===== src/rtl/eaf_request_queue_if.sv =====
// Handshake bundle between the cache, the EAF request queue and the EAF bloom filter.
// slave = the queue itself; master = the cache/EAF side driving it.
interface eaf_request_queue_if #(
  parameter int addr_length = 32
);
  logic                   evict_valid_i;
  logic [addr_length-1:0] evict_addr_i;
  logic                   evict_ready_o;
  logic                   miss_valid_i;
  logic [addr_length-1:0] miss_addr_i;
  logic                   miss_ready_o;
  logic                   prio_valid_o;
  logic                   prio_o;
  logic                   hit_o;
  logic                   prio_ready_i;
  logic [addr_length-1:0] eaf_addr_o;
  logic                   eaf_insert_o;
  logic                   eaf_test_o;
  logic                   eaf_priority_i;
  logic                   eaf_exists_i;
  logic                   eaf_resp_i;
  logic                   timeout_o;

  modport slave (
    input  evict_valid_i, evict_addr_i, miss_valid_i, miss_addr_i, prio_ready_i,
           eaf_priority_i, eaf_exists_i, eaf_resp_i,
    output evict_ready_o, miss_ready_o, prio_valid_o, prio_o, hit_o,
           eaf_addr_o, eaf_insert_o, eaf_test_o, timeout_o
  );

  modport master (
    output evict_valid_i, evict_addr_i, miss_valid_i, miss_addr_i, prio_ready_i,
           eaf_priority_i, eaf_exists_i, eaf_resp_i,
    input  evict_ready_o, miss_ready_o, prio_valid_o, prio_o, hit_o,
           eaf_addr_o, eaf_insert_o, eaf_test_o, timeout_o
  );
endinterface


===== src/rtl/eaf_request_queue.sv =====
// EAF front-end: evict/miss FIFOs serialised onto the EAF insert/test handshake.
// Optional EAF_REQ_FWD_EN: a miss matching a queued eviction is answered locally (prio=1, hit=1).
module eaf_request_queue #(
  parameter int addr_length    = 32,
  parameter int fifo_depth     = 4,
  parameter int timeout_cycles = 64
) (
  input  logic               clk,
  input  logic               rst,
  eaf_request_queue_if.slave bus
);

  localparam int ptr_w = $clog2(fifo_depth);
  localparam int cnt_w = $clog2(fifo_depth + 1);
  localparam int tmr_w = $clog2(timeout_cycles + 1);

  typedef logic [addr_length-1:0] addr_t;
  typedef enum logic [1:0] {IDLE, ISSUE, WAIT, RESP} state_t;
  typedef enum logic {OP_INSERT, OP_TEST} op_t;

  addr_t            evict_mem [fifo_depth];
  addr_t            miss_mem  [fifo_depth];
  logic [ptr_w-1:0] evict_wr_ptr, evict_rd_ptr, miss_wr_ptr, miss_rd_ptr;
  logic [cnt_w-1:0] evict_count, miss_count;
  logic             evict_full, evict_empty, miss_full, miss_empty;
  logic             push_evict, push_miss, pop_evict, pop_miss;

  state_t           state_q, state_d;
  op_t              op_q;
  addr_t            addr_q, head_addr;
  logic [tmr_w-1:0] timer_q;
  logic             prio_q, hit_q, timeout_q;
  logic             sel_miss, sel_evict, fwd_hit;
  logic             load_op, load_fwd, capture, timed_out;

  assign evict_full  = (evict_count == cnt_w'(fifo_depth));
  assign evict_empty = (evict_count == '0);
  assign miss_full   = (miss_count == cnt_w'(fifo_depth));
  assign miss_empty  = (miss_count == '0);
  assign push_evict  = bus.evict_valid_i && !evict_full;
  assign push_miss   = bus.miss_valid_i && !miss_full;

  // NOTE: FIFO storage is intentionally not reset; the pointers and counts alone define emptiness.
  always_ff @(posedge clk) begin
    if (push_evict) evict_mem[evict_wr_ptr] <= bus.evict_addr_i;
    if (push_miss)  miss_mem[miss_wr_ptr]   <= bus.miss_addr_i;
  end

  // NOTE: sequential state uses non-blocking assignments so every register samples pre-edge values.
  always_ff @(posedge clk or negedge rst) begin
    if (!rst) begin
      evict_wr_ptr <= '0;
      evict_rd_ptr <= '0;
      evict_count  <= '0;
      miss_wr_ptr  <= '0;
      miss_rd_ptr  <= '0;
      miss_count   <= '0;
    end else begin
      if (push_evict) evict_wr_ptr <= evict_wr_ptr + 1'b1;
      if (pop_evict)  evict_rd_ptr <= evict_rd_ptr + 1'b1;
      if (push_miss)  miss_wr_ptr  <= miss_wr_ptr + 1'b1;
      if (pop_miss)   miss_rd_ptr  <= miss_rd_ptr + 1'b1;
      evict_count <= evict_count + cnt_w'(push_evict) - cnt_w'(pop_evict);
      miss_count  <= miss_count + cnt_w'(push_miss) - cnt_w'(pop_miss);
    end
  end

  // Misses normally win; a full evict FIFO takes priority so evictions cannot stall forever.
  assign sel_miss  = !miss_empty && !evict_full;
  assign sel_evict = !evict_empty && !sel_miss;
  assign head_addr = sel_miss ? miss_mem[miss_rd_ptr] : evict_mem[evict_rd_ptr];

`ifdef EAF_REQ_FWD_EN
  // A miss on a line still waiting to be inserted is known to be in the EAF already.
  always_comb begin
    fwd_hit = 1'b0;
    for (int i = 0; i < fifo_depth; i++) begin
      if ((cnt_w'(i) < evict_count) &&
          (evict_mem[evict_rd_ptr + ptr_w'(i)] == miss_mem[miss_rd_ptr]))
        fwd_hit = 1'b1;
    end
  end
`else
  assign fwd_hit = 1'b0;
`endif

  always_ff @(posedge clk or negedge rst) begin
    if (!rst) state_q <= IDLE;
    else      state_q <= state_d;
  end

  // NOTE: every output of this block is defaulted first, so no path can infer a latch.
  always_comb begin
    state_d   = state_q;
    pop_evict = 1'b0;
    pop_miss  = 1'b0;
    load_op   = 1'b0;
    load_fwd  = 1'b0;
    capture   = 1'b0;
    timed_out = 1'b0;
    case (state_q)
      IDLE: begin
        if (sel_miss) begin
          pop_miss = 1'b1;
          if (fwd_hit) begin
            load_fwd = 1'b1;
            state_d  = RESP;
          end else begin
            load_op = 1'b1;
            state_d = ISSUE;
          end
        end else if (sel_evict) begin
          pop_evict = 1'b1;
          load_op   = 1'b1;
          state_d   = ISSUE;
        end
      end
      ISSUE: state_d = WAIT;
      WAIT: begin
        if (bus.eaf_resp_i) begin
          capture = (op_q == OP_TEST);
          state_d = (op_q == OP_TEST) ? RESP : IDLE;
        end else if (timer_q == tmr_w'(timeout_cycles - 1)) begin
          timed_out = 1'b1;
          state_d   = (op_q == OP_TEST) ? RESP : IDLE;
        end
      end
      RESP: if (bus.prio_ready_i) state_d = IDLE;
      default: state_d = IDLE;
    endcase
  end

  always_ff @(posedge clk or negedge rst) begin
    if (!rst) begin
      op_q      <= OP_INSERT;
      addr_q    <= '0;
      timer_q   <= '0;
      prio_q    <= 1'b0;
      hit_q     <= 1'b0;
      timeout_q <= 1'b0;
    end else begin
      timeout_q <= timed_out;
      if (load_op || load_fwd) begin
        addr_q <= head_addr;
        op_q   <= sel_miss ? OP_TEST : OP_INSERT;
      end
      if (state_q == ISSUE)     timer_q <= '0;
      else if (state_q == WAIT) timer_q <= timer_q + 1'b1;
      if (capture) begin
        prio_q <= bus.eaf_priority_i;
        hit_q  <= bus.eaf_exists_i;
      end else if (timed_out && op_q == OP_TEST) begin
        prio_q <= 1'b0;
        hit_q  <= 1'b0;
      end else if (load_fwd) begin
        prio_q <= 1'b1;
        hit_q  <= 1'b1;
      end
    end
  end

  assign bus.evict_ready_o = !evict_full;
  assign bus.miss_ready_o  = !miss_full;
  assign bus.eaf_addr_o    = addr_q;
  assign bus.eaf_insert_o  = (state_q == ISSUE) && (op_q == OP_INSERT);
  assign bus.eaf_test_o    = (state_q == ISSUE) && (op_q == OP_TEST);
  assign bus.prio_valid_o  = (state_q == RESP);
  assign bus.prio_o        = prio_q;
  assign bus.hit_o         = hit_q;
  assign bus.timeout_o     = timeout_q;

endmodule

===== src/flat_wrapper.sv =====
// flat-port wrapper written by rule: the top's interface ports become plain ports
module eaf_request_queue_flat 
#(
  parameter int addr_length    = 32,
  parameter int fifo_depth     = 4,
  parameter int timeout_cycles = 64
)
  (clk, rst, bus_evict_valid_i, bus_evict_addr_i, bus_miss_valid_i, bus_miss_addr_i, bus_prio_ready_i, bus_eaf_priority_i, bus_eaf_exists_i, bus_eaf_resp_i, bus_evict_ready_o, bus_miss_ready_o, bus_prio_valid_o, bus_prio_o, bus_hit_o, bus_eaf_addr_o, bus_eaf_insert_o, bus_eaf_test_o, bus_timeout_o);
  eaf_request_queue_if #(.addr_length(addr_length)) bus_i ();
  input  logic clk;
  input  logic rst;
  input wire logic [$bits(bus_i.evict_valid_i)-1:0] bus_evict_valid_i;
  input wire logic [$bits(bus_i.evict_addr_i)-1:0] bus_evict_addr_i;
  input wire logic [$bits(bus_i.miss_valid_i)-1:0] bus_miss_valid_i;
  input wire logic [$bits(bus_i.miss_addr_i)-1:0] bus_miss_addr_i;
  input wire logic [$bits(bus_i.prio_ready_i)-1:0] bus_prio_ready_i;
  input wire logic [$bits(bus_i.eaf_priority_i)-1:0] bus_eaf_priority_i;
  input wire logic [$bits(bus_i.eaf_exists_i)-1:0] bus_eaf_exists_i;
  input wire logic [$bits(bus_i.eaf_resp_i)-1:0] bus_eaf_resp_i;
  output wire logic [$bits(bus_i.evict_ready_o)-1:0] bus_evict_ready_o;
  output wire logic [$bits(bus_i.miss_ready_o)-1:0] bus_miss_ready_o;
  output wire logic [$bits(bus_i.prio_valid_o)-1:0] bus_prio_valid_o;
  output wire logic [$bits(bus_i.prio_o)-1:0] bus_prio_o;
  output wire logic [$bits(bus_i.hit_o)-1:0] bus_hit_o;
  output wire logic [$bits(bus_i.eaf_addr_o)-1:0] bus_eaf_addr_o;
  output wire logic [$bits(bus_i.eaf_insert_o)-1:0] bus_eaf_insert_o;
  output wire logic [$bits(bus_i.eaf_test_o)-1:0] bus_eaf_test_o;
  output wire logic [$bits(bus_i.timeout_o)-1:0] bus_timeout_o;
  assign bus_i.evict_valid_i = bus_evict_valid_i;
  assign bus_i.evict_addr_i = bus_evict_addr_i;
  assign bus_i.miss_valid_i = bus_miss_valid_i;
  assign bus_i.miss_addr_i = bus_miss_addr_i;
  assign bus_i.prio_ready_i = bus_prio_ready_i;
  assign bus_i.eaf_priority_i = bus_eaf_priority_i;
  assign bus_i.eaf_exists_i = bus_eaf_exists_i;
  assign bus_i.eaf_resp_i = bus_eaf_resp_i;
  assign bus_evict_ready_o = bus_i.evict_ready_o;
  assign bus_miss_ready_o = bus_i.miss_ready_o;
  assign bus_prio_valid_o = bus_i.prio_valid_o;
  assign bus_prio_o = bus_i.prio_o;
  assign bus_hit_o = bus_i.hit_o;
  assign bus_eaf_addr_o = bus_i.eaf_addr_o;
  assign bus_eaf_insert_o = bus_i.eaf_insert_o;
  assign bus_eaf_test_o = bus_i.eaf_test_o;
  assign bus_timeout_o = bus_i.timeout_o;
  eaf_request_queue #(.addr_length(addr_length), .fifo_depth(fifo_depth), .timeout_cycles(timeout_cycles)) u_core (.clk(clk), .rst(rst), .bus(bus_i));
endmodule

===== config.mk =====
export PLATFORM = sky130hd
export DESIGN_NAME = eaf_request_queue_flat
export DESIGN_NICKNAME = d
export VERILOG_FILES = /design/src/rtl/eaf_request_queue_if.sv /design/src/rtl/eaf_request_queue.sv /design/src/flat_wrapper.sv
export SDC_FILE = /design/constraint.sdc
export NUM_CORES = 1
export LEC_CHECK = 0
export CORE_UTILIZATION = 57
export DETAILED_ROUTE_END_ITERATION = 16
export PLACE_DENSITY = 0.77
export SLEW_MARGIN = 20
export SYNTH_ARGS = -nofsm -noshare
export SYNTH_HDL_FRONTEND = slang
export SYNTH_SLANG_ARGS = --single-unit

===== constraint.sdc =====
create_clock -name clk -period 3.65 [get_ports clk]
set_clock_uncertainty 0.05 [all_clocks]
set_input_delay 0.5475 -clock clk [delete_from_list [all_inputs] [get_ports clk]]
set_output_delay 0.5475 -clock clk [all_outputs]
set_load 0.1 [all_outputs]

* Yosys cells after proc, flatten, opt, wreduce, memory -nomap -nowiden
Memories as Yosys holds them, arrays and structs flattened. Cells that the tools add are included.
Storage, ports and cells: flip-flop bits (word level) 59, bits in latches 0, bits in writable memories 256, ROM bits 0, input bits 72, output and inout bits 40, memories 2
Memory list:
- u_core.evict_mem | depth 4, bits a word 32, read ports 1, clocked after Yosys merged registers in 0, wr ports 1, line eaf_request_queue.sv:21 | addr_t evict_mem [fifo_depth];
- u_core.miss_mem | depth 4, bits a word 32, read ports 1, clocked after Yosys merged registers in 0, wr ports 1, line eaf_request_queue.sv:22 | addr_t miss_mem [fifo_depth];
Cells by class: $add $sub $neg 9, multipliers 0, div/mod/pow operators 0, magnitude comparators 0, eq/ne operators 9, shift operators 0, multiplexer cells 29, bitwise logic cells 1, reductions and logical operators 18
Operators by type and width (count):
- $mux W32 | 1
- $mux W1 | 19
- $mux W7 | 2
- $mux W2 | 6
- $add A2 B1 Y2 const B | 4
- $pmux W2 S4 | 1
- $add A7 B1 Y7 const B | 1
- $eq A7 B6 Y1 const B | 1
- $logic_and A1 B1 Y1 | 7
- $add A3 B1 Y3 | 2
- $eq A3 B3 Y1 const B | 2
- $logic_not A3 Y1 | 2
- $sub A3 B1 Y3 | 2
- $logic_not A1 Y1 | 5
- $eq A2 B2 Y1 const B | 2
- $reduce_bool A2 Y1 | 2
- $ne A3 B1 Y1 const B | 1
- $ne A3 B2 Y1 const B | 1
- $reduce_and A3 Y1 | 1
- $eq A2 B1 Y1 const B | 1
- $logic_not A2 Y1 | 1
- $ne A2 B2 Y1 const B | 1
- $not A1 Y1 | 1

* Depth between registers and ports, before layout
Gate-level depths: netlist of run 1.
word-level depth 9, depth in mapped cells 12, depth with buffers taken out 11

* Worst setup path before layout of run 1
OpenSTA, ideal clock, no wires.
path type flip-flop to output port, from reg u_core.state_q[1], to out bus_eaf_insert_o, arrival 2.131 ns, data required time 3.053 ns, slack 0.921 ns, stages on the path, launching flop included 4, path buffers 0, cells stage by stage dfrtp_1 > inv_1 > ha_1 > nor2b_1
Between the ends: word-level cells in the longest chain between the ends 2
RTL lines:
- from (decl) | line eaf_request_queue.sv:28 | state_t state_q, state_d;
- from (signal assigned) | line eaf_request_queue.sv:89 | else state_q <= state_d;
- $eq A2 B1 Y1 | line eaf_request_queue.sv:165 | assign bus.eaf_insert_o = (state_q == ISSUE) && (op_q == OP_INSERT);
- $logic_and A1 B1 Y1 | line eaf_request_queue.sv:165
- to (decl) | line flat_wrapper.sv:26 | output wire logic [$bits(bus_i.eaf_insert_o)-1:0] bus_eaf_insert_o;
No other way between the ends.

* Worst setup path in the final report of run 1
from reg u_core.evict_count[1], to out bus_evict_ready_o
Between the ends: word-level cells in the longest chain between the ends 2
RTL lines:
- from (decl) | line eaf_request_queue.sv:24 | logic [cnt_w-1:0] evict_count, miss_count;
- from (signal assigned) | line eaf_request_queue.sv:63 | evict_count <= evict_count + cnt_w'(push_evict) - cnt_w'(pop_evict);
- $eq A3 B3 Y1 | line eaf_request_queue.sv:36 | assign evict_full = (evict_count == cnt_w'(fifo_depth));
- $logic_not A1 Y1 | line eaf_request_queue.sv:162 | assign bus.evict_ready_o = !evict_full;
- to (decl) | line flat_wrapper.sv:20 | output wire logic [$bits(bus_i.evict_ready_o)-1:0] bus_evict_ready_o;
No other way between the ends.

==> results of run 1 <==
final timing paths:
path,slack [ps],startpoint,to,cells after the start
worst max-delay path,580,u_core.evict_count[1]$_DFF_PN0_,bus_evict_ready_o,3
worst min-delay path,70,rst,u_core.op_q$_DFFE_PN0P_,1
worst max register to register,1110,u_core.evict_count[1]$_DFF_PN0_,u_core.miss_count[2]$_DFF_PN0_,11
worst min register to register,450,u_core.bus.prio_o$_DFFE_PN0P_,u_core.bus.prio_o$_DFFE_PN0P_,1
max in group asynchronous,2860,rst,u_core.evict_rd_ptr[0]$_DFFE_PN0P_,1
min in group clk,450,u_core.bus.prio_o$_DFFE_PN0P_,u_core.bus.prio_o$_DFFE_PN0P_,1
kinds of logic after synthesis:
family	Yosys count	share of synthesized area
adder cells (fa/ha/maj)	20	0.0218
buffers and inverters	49	0.0171
AO/OA/AOI/OAI	50	0.0417
AND/OR/NAND/NOR	78	0.0373
XOR/XNOR	12	0.00863
flip-flops	315	0.753
multiplexers	67	0.121
sequential cells by signal (all words and copies together), names as in the netlist:
signal / count
u_core.evict_rd_ptr: 2
u_core.evict_wr_ptr: 2
u_core.state_q: 2
u_core.bus.prio_o: 1
u_core.bus.timeout_o: 1
u_core.miss_wr_ptr: 2
u_core.bus.eaf_addr_o: 32
u_core.op_q: 1
u_core.bus.hit_o: 1
u_core.evict_mem: 128
u_core.miss_count: 3
u_core.miss_rd_ptr: 2
u_core.evict_count: 3
u_core.miss_mem: 128
u_core.timer_q: 7
layout make-up:
type                    instances  share of cell area
well taps                     275              0.0236
multi-input cells             227               0.194
clock buffers                  42              0.0568
flip-flops and latches        315               0.629
repair buffers                118              0.0794
clock inverters                15              0.0110
inverters                      22             0.00567
through the flow:
step                instance area (um^2)  power, mW  hold slack, ps   util
global placement                   13600       10.5             425  0.648
global route                       14600       14.2             127  0.695
detailed placement                 13600       10.6             446  0.648
CTS                                14600       13.7             103  0.695
finish                             14600       13.6            65.4  0.695
floorplan                          12200       9.21             202      -
worst max-delay path: cells and delay by family (launching register included):
| family | cells | cell delay (ps) |
|---|---|---|
| buffers and inverters | 2 | 1040 |
| AND/OR/NAND/NOR | 1 | 410 |
| flip-flops | 1 | 480 |
cells in the mapped netlist, types with 3 or more instances:
cell,instances
edfxtp_1,256
mux4_2,64
dfrtp_1,59
nand2b_1,34
o221a_2,31
inv_1,22
ha_1,18
buf_2,16
nand2_1,11
clkbuf_1,9
xnor2_1,9
and2_1,6
nor2_1,6
o21ai_0,6
and3_1,5
xor2_1,3
placed cells by master, fill, tap and decap left out, types with 3 or more instances in the layout:
| master | count |
|---|---|
| dfrtp_1 | 55 |
| inv_1 | 22 |
| clkdlybuf4s50_1 | 108 |
| clkbuf_16 | 31 |
| buf_4 | 10 |
| bufinv_16 | 3 |
| nand2b_1 | 34 |
| ha_1 | 18 |
| nand2_1 | 10 |
| o221a_2 | 31 |
| dfrtp_2 | 4 |
| nor2_1 | 6 |
| o21ai_0 | 6 |
| clkbuf_1 | 10 |
| xnor2_1 | 9 |
| and3_2 | 4 |
| edfxtp_1 | 256 |
| xor2_1 | 3 |
| and2_2 | 4 |
| clkinv_2 | 10 |
| mux4_2 | 64 |
per-layer routing:
metal	vias to the layer above	routed length, um
met5	-	0
met4	0	374
met3	30	1590
met2	243	12100
met1	3196	10000
li1	2624	-
report_power, final:
| part | total [mW] | switching [mW] | internal, mW |
|---|---|---|---|
| clock | 3.07 | 1.27 | 1.80 |
| combinational | 5.10 | 3.18 | 1.92 |
| sequential | 5.48 | 0.615 | 4.86 |
==> flow_summary.yaml, run 1 <==
grt:
  grtUsageTotal: 0.229
  grt_overflow_total: 0
  number_of_global_route_vias_before_repair: 6428
  gr-usage-met3: 0.0417
  grt.met1_usage: 0.323
  grt_first_pass_wirelength_mm: 37.1
  gr_peak_layer: "met2"
  grt_start_max_net_pins: 60
  antenna_found_initial: 1
  grtUsageMet2: 0.376
synth:
  synthArstFlopShare: 0.187
  synth_seq_area_share: 0.753
  syn_area_um2: 12200
  yosysWarnings: 0
  top_ff_cell_synth: "edfxtp_1"
  synth_top_area_frac: 0.631
  postSynthAreaPerCell_um2: 20.6
  postSynthCellCount: 591
  yosys.cell_types.count: 42
  syn-num-nets: 683
  synth-edff-count: 256
  synth_top_cell_by_area: "edfxtp_1"
  synth_top_cells_by_area: "edfxtp_1 63%, dfrtp_1 12%, mux4_2 12%"
  synth_seq_cells: 315
power:
  power.density_cell_area_nw_per_um2: 937
  power.ir.vdd_worst_mv: 0.594
  power_leakage_nw: 5.02
die:
  design.core.area_um2: 21000
  cell_row_count: 53
  die_area_um2: 22000
  die_width_um: 148
  die_height_um: 148
  top_level_ports: 112
  initial_core_util: 0.581
flow_run:
  maxCapViolations: 0
clock_network:
  cts_setup_buffers: 0
  numClockSinks: 315
  clockRootBuffer: "clkbuf_16"
  tritoncts.num_buffers: 31
  cts_resized: 0
  clk_path_buf_depth: 3
  clock_latency_ps: 540
  clkTransAtPathRegs_ps: 60
  hold_buffers: 0
  cts-htree-levels: 1
  tritoncts: "built"
routing:
  wl_mm: 24.1
  route.antenna.remaining_nets: 0
  route.detailed.drc: 0
  routedWlPerCell_um: 23.7
  first_pass_iters: 5
  route.vias.total: 6093
  drt_iter0_markers: 511
  route.detailed.vias_per_inst: 6.01
finish:
  synthToLayoutAreaGrowth_pct: 19.6
  total_area_of_multi_input_combinational_cells_um2: 2830
  fill_cells: 1332
  post_route_cells_drive_above_1_share: 0.229
  antennaDiodeCount: 0
  reg_area_um2: 9170
  nets: 807
  final-instance-count-excl-fill: 1014
worst_setup_path:
  maximum_fanout_count_along_the_critical_path: 5
  worstPathArrival_ps: 2470
  critical_path.startpoint_type: "register"
  cp_slowest_cell: "clkdlybuf4s50_1"
  worst_setup_end_kind: "output pin"
  critPathRequiredTime_ps: 3050
  criticalPathCategory: "register to output pin"
  timing.critical_path.slowest_cell_delay_ps: 970
  critical_path.cell_chain: "nor3b_2, inv_1, clkdlybuf4s50_1"
placed_design:
  place_congestion: 0.792
  place.detailed.hpwl_mm: 14.3
  dp_slack_ps: 836
  port_buffers: 111
  placedCellCount: 957
timing:
  slew_headroom: 0.334
  finalWorstPathRequiredPeriod_ps: 3070
  finalSetupViolCount: 0
  layout_worst_path_cycle_share: 0.841
  totalNegativeSetupSlack_ps: 0
  finalHoldViolCount: 0
  pin_slew_with_the_least_headroom_to_its_limit_ps: 999
  setup_repair_after_global_routing_missed_its_margin: "no"
  timing.final.ws_setup_ps: 580
  max_freq_mhz: 326
  final_count_of_pins_violating_max_slew: 0
hold_path:
  worstHoldPathType: "input port to async pin"
status:
  run_status: "complete, no violations"
(Power assumes the default switching activity.)
==> run 2, diff against run 1 <==
- clock period: 3.65 -> 3.1 ns (I/O delays scaled with it)
==> flow_summary.yaml, run 2 (same netlist as run 1, synthesis figures left out) <==
status:
  run_status: "finished, violations left"
  violations: "negative hold slack"
worst_setup_path:
  worst_setup_end_kind: "register"
  critPathRequiredTime_ps: 3510
  worstPathArrival_ps: 2970
  criticalPathCategory: "register to register"
  maximum_fanout_count_along_the_critical_path: 5
  critical_path.startpoint_type: "register"
  worstRegToRegCells: 11
placed_design:
  port_buffers: 111
  place_congestion: 0.745
  place.detailed.hpwl_mm: 15.4
  placed_cell_area_um2: 13700
timing:
  layout_worst_path_cycle_share: 0.824
  finalSetupViolCount: 0
  totalNegativeSetupSlack_ps: 0
  pin_slew_with_the_least_headroom_to_its_limit_ps: 979
  setup_repair_after_global_routing_missed_its_margin: "no"
  finalHoldWorstSlack_ps: -3.97
  slew_headroom: 0.347
  finalWorstPathRequiredPeriod_ps: 2550
  final_count_of_pins_violating_max_slew: 0
  finalHoldViolCount: 1
  max_freq_mhz: 392
finish:
  nets: 815
  final_cell_mix: "256 x edfxtp_1, 70 x clkdlybuf4s50_1, 64 x mux4_2"
  synthToLayoutAreaGrowth_pct: 20.8
  post_route_cells_drive_above_1_share: 0.288
  final_common_cell: "edfxtp_1"
  layout.cell_area.non_filler_um2: 14700
  antennaDiodeCount: 0
die:
  top_level_ports: 112
  die_height_um: 148
  cell_row_count: 53
  design.core.area_um2: 21000
  initial_core_util: 0.581
  die_area_um2: 22000
  die_width_um: 148
routing:
  route.antenna.remaining_nets: 0
  route.vias.total: 6170
  route.detailed.vias_per_inst: 6.04
  routedWlPerCell_um: 24.9
  wl_mm: 25.4
  drt_iter0_markers: 423
  first_pass_iters: 5
  route.detailed.drc: 0
hold_path:
  worstHoldPathType: "input port to async pin"
power:
  power.density_cell_area_nw_per_um2: 1120
  power.ir.vdd_worst_mv: 1.20
  power_leakage_nw: 5.13
clock_network:
  cts_resized: 0
  cts-htree-levels: 1
  clk_path_buf_depth: 3
  clock_latency_ps: 550
  tritoncts.num_buffers: 31
  hold_buffers: 0
  tritoncts: "built"
  numClockSinks: 315
  cts_setup_buffers: 0
  clkTransAtPathRegs_ps: 60
  clockRootBuffer: "clkbuf_16"
grt:
  grt_first_pass_wirelength_mm: 38.3
  number_of_global_route_vias_before_repair: 6608
  grt_start_max_net_pins: 60
  antenna_found_initial: 1
  grtUsageTotal: 0.238
  grt_overflow_total: 0
flow_run:
  maxCapViolations: 0
run 2: changes by cell type in the layout (fill, tap and decap cells not counted), sizes merged:
cell,delta
clkinv,-2
inv,+1
clkdlybuf4s50,-38
clkbuf,-3
clkinvlp,+2
buf,+46
bufinv,+2
run 2: cell type report:
type                    count  area, um^2
inverters                  22        82.6
flip-flops and latches    315        9170
repair buffers            126        1230
multi-input cells         227        2830
clock inverters            18         225
clock buffers              39         826
fillers                  1285        6250
well taps                 275         344
run 2: power breakdown:
| part | leakage, nW | switching (mW) | internal [mW] |
|---|---|---|---|
| logic | 1.60 | 3.78 | 2.32 |
| clock network | 0.507 | 1.53 | 2.30 |
| registers | 3.02 | 0.776 | 5.71 |
run 2: final timing paths:
check	startpoint	to	slack, ps
min in group clk	u_core.bus.hit_o$_DFFE_PN0P_	u_core.bus.hit_o$_DFFE_PN0P_	450
worst max register to register	u_core.evict_count[1]$_DFF_PN0_	u_core.miss_count[2]$_DFF_PN0_	550
worst max-delay path	u_core.evict_count[1]$_DFF_PN0_	u_core.miss_count[2]$_DFF_PN0_	550
worst min register to register	u_core.bus.hit_o$_DFFE_PN0P_	u_core.bus.hit_o$_DFFE_PN0P_	450
worst min-delay path	rst	u_core.op_q$_DFFE_PN0P_	-4
max in group asynchronous	rst	u_core.evict_rd_ptr[1]$_DFFE_PN0P_	2380
run 2: worst max-delay path, cell delays in order, from the launching register on:
cell	delay, ps
dfrtp_1	480
nor3b_2	420
nor2_1	110
nand2_2	90
inv_1	80
ha_1	290
inv_1	60
ha_1	140
inv_1	50
fa_1	370
xnor2_1	190
xnor2_1	150
run 2: through the flow:
stage	instances	utilization	power (mW)	hold slack [ps]	setup WS (ps)
final	1022	0.702	16.4	-3.97	546
after detailed placement	965	0.652	12.6	438	562
after global routing	1022	0.702	17.0	49.4	416
after floorplan	591	-	10.8	119	454
after CTS	1022	0.702	16.5	18.0	552
after global placement	965	0.652	12.4	425	593
run 2: layer usage:
metal | wire, um | global-route usage | vias up
met5 | 0 | 0 | -
met4 | 542 | 0.0768 | 0
met3 | 1670 | 0.0356 | 46
met2 | 12900 | 0.397 | 249
met1 | 10300 | 0.328 | 3236
li1 | - | - | 2639
